--- src/rtl/sparc_exu_ccr_lwb_if.sv ---
// Long-latency cc writeback bundle between EXU producers and the CCR.
// slave = writeback queue side, master = producer/consumer side.
interface sparc_exu_ccr_lwb_if;
  logic       div_ccr_vld;
  logic [1:0] div_ccr_tid;
  logic [7:0] div_ccr_cc;
  logic       mul_ccr_vld;
  logic [1:0] mul_ccr_tid;
  logic [7:0] mul_ccr_cc;
  logic       ecl_lwb_stall;
  logic       wb_ccr_setcc_g;
  logic [1:0] wb_ccr_thr_g;
  logic [7:0] divcntl_ccr_cc_w2;
  logic [3:0] lwb_pend;
  logic       lwb_ovf;

  modport slave (
    input  div_ccr_vld, div_ccr_tid, div_ccr_cc,
    input  mul_ccr_vld, mul_ccr_tid, mul_ccr_cc,
    input  ecl_lwb_stall,
    output wb_ccr_setcc_g, wb_ccr_thr_g,
    output divcntl_ccr_cc_w2, lwb_pend, lwb_ovf
  );

  modport master (
    output div_ccr_vld, div_ccr_tid, div_ccr_cc,
    output mul_ccr_vld, mul_ccr_tid, mul_ccr_cc,
    output ecl_lwb_stall,
    input  wb_ccr_setcc_g, wb_ccr_thr_g,
    input  divcntl_ccr_cc_w2, lwb_pend, lwb_ovf
  );
endinterface

--- src/rtl/sparc_exu_ccr_lwb.sv ---
// Per-thread pending queue for divider/multiplier cc results,
// drained round-robin onto the CCR long-latency write port.
module sparc_exu_ccr_lwb #(
  parameter int NTHR = 4,
  parameter int CCW  = 8
) (
  input  logic                clk,
  input  logic                reset,
  sparc_exu_ccr_lwb_if.slave  lwb
);

  logic [NTHR-1:0] pend_q, pend_d;
  logic [CCW-1:0]  cc_q [NTHR];
  logic [CCW-1:0]  cc_d [NTHR];
  logic [1:0]      lg_q, lg_d;
  logic [CCW-1:0]  cc_w2_q, cc_w2_d;
  logic            ovf_q, ovf_d;

  logic [1:0]      thr;
  logic            found;
  logic            issue;
  logic [1:0]      idx;
  logic            same_tid;

  // First pending thread after the last grant; lg+1 when idle.
  always_comb begin
    thr   = lg_q + 2'd1;
    found = 1'b0;
    idx   = 2'd0;
    for (int k = 1; k <= NTHR; k++) begin
      idx = lg_q + 2'(k);
      if (!found && pend_q[idx]) begin
        thr   = idx;
        found = 1'b1;
      end
    end
  end

  assign issue    = (|pend_q) & ~lwb.ecl_lwb_stall;
  assign same_tid = lwb.div_ccr_vld & lwb.mul_ccr_vld &
                    (lwb.div_ccr_tid == lwb.mul_ccr_tid);

  always_comb begin
    pend_d  = pend_q;
    cc_d    = cc_q;
    ovf_d   = ovf_q;
    lg_d    = lg_q;
    cc_w2_d = cc_w2_q;

    if (issue) begin
      pend_d[thr] = 1'b0;
      lg_d        = thr;
      cc_w2_d     = cc_q[thr];
    end

    // Recapture into the slot being drained is a clean refill.
    if (lwb.mul_ccr_vld && !same_tid) begin
      cc_d[lwb.mul_ccr_tid]   = lwb.mul_ccr_cc;
      pend_d[lwb.mul_ccr_tid] = 1'b1;
      if (pend_q[lwb.mul_ccr_tid] &&
          !(issue && thr == lwb.mul_ccr_tid))
        ovf_d = 1'b1;
    end

    if (lwb.div_ccr_vld) begin
      cc_d[lwb.div_ccr_tid]   = lwb.div_ccr_cc;
      pend_d[lwb.div_ccr_tid] = 1'b1;
      if (pend_q[lwb.div_ccr_tid] &&
          !(issue && thr == lwb.div_ccr_tid))
        ovf_d = 1'b1;
    end

    if (same_tid)
      ovf_d = 1'b1;
  end

  always_ff @(posedge clk or posedge reset) begin
    if (reset) begin
      pend_q  <= '0;
      lg_q    <= 2'd3;
      cc_w2_q <= '0;
      ovf_q   <= 1'b0;
      for (int t = 0; t < NTHR; t++)
        cc_q[t] <= '0;
    end else begin
      pend_q  <= pend_d;
      lg_q    <= lg_d;
      cc_w2_q <= cc_w2_d;
      ovf_q   <= ovf_d;
      for (int t = 0; t < NTHR; t++)
        cc_q[t] <= cc_d[t];
    end
  end

  assign lwb.wb_ccr_setcc_g    = issue;
  assign lwb.wb_ccr_thr_g      = thr;
  assign lwb.divcntl_ccr_cc_w2 = cc_w2_q;
  assign lwb.lwb_pend          = pend_q;
  assign lwb.lwb_ovf           = ovf_q;

endmodule

--- src/flat_wrapper.sv ---
// flat-port wrapper written by rule: the top's interface ports become plain ports
module sparc_exu_ccr_lwb_flat 
#(
  parameter int NTHR = 4,
  parameter int CCW  = 8
)
  (clk, reset, lwb_div_ccr_vld, lwb_div_ccr_tid, lwb_div_ccr_cc, lwb_mul_ccr_vld, lwb_mul_ccr_tid, lwb_mul_ccr_cc, lwb_ecl_lwb_stall, lwb_wb_ccr_setcc_g, lwb_wb_ccr_thr_g, lwb_divcntl_ccr_cc_w2, lwb_lwb_pend, lwb_lwb_ovf);
  sparc_exu_ccr_lwb_if lwb_i ();
  input  logic clk;
  input  logic reset;
  input wire logic [$bits(lwb_i.div_ccr_vld)-1:0] lwb_div_ccr_vld;
  input wire logic [$bits(lwb_i.div_ccr_tid)-1:0] lwb_div_ccr_tid;
  input wire logic [$bits(lwb_i.div_ccr_cc)-1:0] lwb_div_ccr_cc;
  input wire logic [$bits(lwb_i.mul_ccr_vld)-1:0] lwb_mul_ccr_vld;
  input wire logic [$bits(lwb_i.mul_ccr_tid)-1:0] lwb_mul_ccr_tid;
  input wire logic [$bits(lwb_i.mul_ccr_cc)-1:0] lwb_mul_ccr_cc;
  input wire logic [$bits(lwb_i.ecl_lwb_stall)-1:0] lwb_ecl_lwb_stall;
  output wire logic [$bits(lwb_i.wb_ccr_setcc_g)-1:0] lwb_wb_ccr_setcc_g;
  output wire logic [$bits(lwb_i.wb_ccr_thr_g)-1:0] lwb_wb_ccr_thr_g;
  output wire logic [$bits(lwb_i.divcntl_ccr_cc_w2)-1:0] lwb_divcntl_ccr_cc_w2;
  output wire logic [$bits(lwb_i.lwb_pend)-1:0] lwb_lwb_pend;
  output wire logic [$bits(lwb_i.lwb_ovf)-1:0] lwb_lwb_ovf;
  assign lwb_i.div_ccr_vld = lwb_div_ccr_vld;
  assign lwb_i.div_ccr_tid = lwb_div_ccr_tid;
  assign lwb_i.div_ccr_cc = lwb_div_ccr_cc;
  assign lwb_i.mul_ccr_vld = lwb_mul_ccr_vld;
  assign lwb_i.mul_ccr_tid = lwb_mul_ccr_tid;
  assign lwb_i.mul_ccr_cc = lwb_mul_ccr_cc;
  assign lwb_i.ecl_lwb_stall = lwb_ecl_lwb_stall;
  assign lwb_wb_ccr_setcc_g = lwb_i.wb_ccr_setcc_g;
  assign lwb_wb_ccr_thr_g = lwb_i.wb_ccr_thr_g;
  assign lwb_divcntl_ccr_cc_w2 = lwb_i.divcntl_ccr_cc_w2;
  assign lwb_lwb_pend = lwb_i.lwb_pend;
  assign lwb_lwb_ovf = lwb_i.lwb_ovf;
  sparc_exu_ccr_lwb #(.NTHR(NTHR), .CCW(CCW)) u_core (.clk(clk), .reset(reset), .lwb(lwb_i));
endmodule
--- config.mk ---
export PLATFORM = sky130hd
export DESIGN_NAME = sparc_exu_ccr_lwb_flat
export DESIGN_NICKNAME = d
export VERILOG_FILES = /design/src/rtl/sparc_exu_ccr_lwb_if.sv /design/src/rtl/sparc_exu_ccr_lwb.sv /design/src/flat_wrapper.sv
export SDC_FILE = /design/constraint.sdc
export NUM_CORES = 1
export LEC_CHECK = 0
export CORE_ASPECT_RATIO = 0.75
export CORE_MARGIN = 3
export CORE_UTILIZATION = 55
export CTS_BUF_LIST = sky130_fd_sc_hd__clkbuf_16
export DETAILED_ROUTE_END_ITERATION = 10
export DONT_BUFFER_PORTS = 1
export PLACE_DENSITY = 0.78
export SYNTH_ARGS = -nofsm -noshare
export SYNTH_HDL_FRONTEND = slang
export SYNTH_SLANG_ARGS = --single-unit
--- constraint.sdc ---
create_clock -name clk -period 2.15 [get_ports clk]
set_input_delay 0.3225 -clock clk [delete_from_list [all_inputs] [get_ports clk]]
set_output_delay 0.3225 -clock clk [all_outputs]
set_load 0.01 [all_outputs]
==> flow_summary.json <==
{
  "ioPinCount": 41,
  "detail-route-antenna-nets": 0,
  "num-fill-cells": 365,
  "cts.hold.buffers_added": 1,
  "insertedDiodeCount": 0,
  "portBuffers": 0,
  "clkTransAtPathRegs_ns": 0.06,
  "wl_microns": 6090,
  "clkSinkCount": 47,
  "viasPerCell": 6.10,
  "syn_nets": 277,
  "fp-row-count": 21,
  "finalSetupViolations": 0,
  "max_slew.worst_pin.slew_ns": 0.776,
  "min_path_type": "input pin to flop",
  "synthCells": 252,
  "drc_errors": 0,
  "final_util_pct": 61.8,
  "synth_ff_type": "dfrtp_1",
  "dieHeight_microns": 65.6,
  "place_hpwl_microns": 4280,
  "dr.pass1.iters": 4,
  "post_cts_buffers": 0,
  "crit_chain": "inv_1, o221ai_1, a22oi_4, inv_2, buf_4",
  "nets": 278,
  "rsz0062_at_grt": "no",
  "cts_resized": 0,
  "cts_tree": "yes",
  "fin_crit_ns": 1.97,
  "setup.worst_path.end_class": "output port",
  "yosysSeqAreaShare_pct": 45.2,
  "cp_max_fo": 8,
  "final-max-slew-violation-count": 0,
  "drive_gt1_share_pct": 13.8,
  "p_leak_nw": 1.25,
  "die_area_sq_um": 5610,
  "cp.arrival_ns": 1.64,
  "drv_cap": 0,
  "post_drt_wl_per_cell_microns": 19.6,
  "grt_pass1_wl_microns": 10100,
  "crit_path_start_kind": "flop",
  "synth.cell_area_sq_um": 2600,
  "grt_overflow": 0,
  "initial_utilization_pct": 57.6,
  "crit_path_top_delay_cell": "dfrtp_1",
  "grt_use_total_pct": 23.6,
  "cts_root_buf": "clkbuf_16",
  "hold_violations": 0,
  "area_growth_pct": 7.25,
  "synth_edf_count": 0,
  "max-clock-path-buffers": 2,
  "fp.dieW_microns": 85.5,
  "cts_made_buffers": 5,
  "core_area_sq_um": 4520,
  "grt_pass1_vias": 1928,
  "slew_headroom_pct": 48.1,
  "place_inst": 302,
  "yosysWarnings": 0,
  "finalSetupTns_ns": 0,
  "yosysUniqueCellTypes": 39,
  "gp_congestion": 0.813,
  "synthArstFlopShare_pct": 100,
  "via_count": 1896,
  "ys_ff_latch": 47,
  "fin_skew_ns": 0.00472,
  "antenna_found_initial": 0,
  "final_cells": 311,
  "drt_iter0_markers": 263,
  "cts-htree-levels": 2,
  "p_per_area_nw_per_um2": 1280,
  "min_period_over_period_pct": 91.4,
  "peakVddDrop_mv": 0.782,
  "critPathRequiredTime_ns": 1.83,
  "worstSetupPathType": "flop to output port",
  "synth_area_per_cell_sq_um": 10.3,
  "grt_max_degree": 19,
  "clk_latency_ns": 0.28,
  "outcome": "completed",
  "slowest_delay_ns": 0.50,
  "fmax_mhz": 509
}
-- routing by layer --
layer | up-vias | global-route usage, % | wire length, microns | part of all wire, %
met5 | - | 0 | 0 | 0
li1 | 899 | - | - | -
met1 | 914 | 33.2 | 2600 | 43
met2 | 78 | 36.9 | 2850 | 47
met3 | 5 | 7.02 | 605 | 9.9
met4 | 0 | 3.95 | 29 | 0.48
-- cell families (layout without fill, tap and decap cells) --
logic type | after synthesis | after routing | share of synthesized area (%)
AOI/OAI and AO/OA | 55 | 55 | 13.7
xor gates and xnor gates | 7 | 7 | 2.93
buffers and inverters | 24 | 26 | 5.67
DFF | 47 | 47 | 45.2
muxes | 50 | 50 | 20.2
and+or+nand+nor | 69 | 69 | 12.3
-- cell type report --
| cell class | count | area [sq um] | share of cell area, % |
|---|---|---|---|
| Clock buffer | 5 | 125 | 4.48 |
| Multi-Input combinational cell | 181 | 1280 | 45.9 |
| Timing Repair Buffer | 10 | 90.1 | 3.22 |
| Inverter | 8 | 30.0 | 1.07 |
| Clock inverter | 3 | 15.0 | 0.537 |
| Sequential cell | 47 | 1180 | 42.2 |
| Tap cell | 57 | 71.3 | 2.55 |
-- synth_stat cells (2+ instances only) --
library cell | count | share of area, %
nand3_1 | 4 | 0.77
mux2i_1 | 48 | 18
xnor2_2 | 2 | 1.2
inv_2 | 2 | 0.29
buf_4 | 5 | 1.4
o21ai_0 | 12 | 2.3
nand2_1 | 40 | 5.8
xor2_1 | 4 | 1.3
mux4_2 | 2 | 1.7
clkbuf_1 | 4 | 0.58
a21oi_1 | 8 | 1.5
nand3b_1 | 3 | 0.86
o21ai_1 | 17 | 3.3
buf_6 | 5 | 2.2
nor2_1 | 13 | 1.9
o31ai_1 | 2 | 0.58
o221ai_1 | 10 | 3.4
inv_1 | 5 | 0.72
dfrtp_1 | 45 | 43
dfstp_2 | 2 | 2.0
-- where the power goes --
| group | internal [mW] | switching (mW) | total, mW |
|---|---|---|---|
| Combinational | 0.635 | 0.776 | 1.41 |
| Clock | 0.424 | 0.313 | 0.737 |
| Sequential | 1.14 | 0.282 | 1.43 |
| Total | 2.20 | 1.37 | 3.57 |
-- worst paths after layout --
| path | cells after the start | endpoint | slack [ns] | start |
|---|---|---|---|---|
| hold reg to reg | 2 | u_core.cc_q[30]$_DFF_PP0_ | 0.55 | u_core.cc_q[30]$_DFF_PP0_ |
| hold / removal | 2 | u_core.cc_q[31]$_DFF_PP0_ | 0.15 | lwb_div_ccr_cc[7] |
| setup reg to reg | 6 | u_core.lwb.divcntl_ccr_cc_w2[4]$_DFFE_PP0P_ | 0.20 | u_core.lwb.lwb_pend[3]$_DFF_PP0_ |
| setup / recovery | 5 | lwb_wb_ccr_thr_g[0] | 0.18 | u_core.lwb.lwb_pend[3]$_DFF_PP0_ |
| max in group asynchronous | 3 | u_core.lg_q[0]$_DFFE_PP1P_ | 1.07 | reset |
| min in group asynchronous | 2 | u_core.cc_q[13]$_DFF_PP0_ | 0.48 | reset |
-- critical path, delay by kind of cell, from the launching register on --
family | cells | cell delay (ns)
buf+inv | 3 | 0.35
flops | 1 | 0.50
compound gates | 2 | 0.50
-- through the flow --
stage / power [mW] / worst slack [ns] / cell area (sq um) / hold slack, ns
after CTS: 3.58 / 0.175 / 2790 / 0.153
after detailed placement: 2.84 / 0.236 / 2640 / 0.204
final: 3.57 / 0.184 / 2790 / 0.155
after floorplan: 2.51 / 0.562 / 2610 / 0.439
after global placement: 2.78 / 0.315 / 2640 / 0.202
after global routing: 3.79 / 0.0797 / 2790 / 0.151
-- state kept, by name, summed over array words and instances, names as in the netlist --
register	count
u_core.lwb.divcntl_ccr_cc_w2	8
u_core.lwb.lwb_pend	4
u_core.lwb.lwb_ovf	1
u_core.lg_q	2
u_core.cc_q	32
-- layout by cell type (no fill, tap or decap), types with 2 or more instances in the layout --
cell type   n
nand3b_1    3
mux4_2      2
inv_1       4
o21ai_1    17
nand3_1     4
clkbuf_16   5
dfrtp_1    45
xor2_1      4
nand2_1    40
dfstp_2     2
buf_4       8
nor3b_2     2
nor2_1     13
mux2i_1    48
clkinv_2    3
a21oi_1     8
xnor2_2     2
o221ai_1   10
o21ai_0    12
inv_2       3
o31ai_1     2
(Power assumes the default switching activity.)
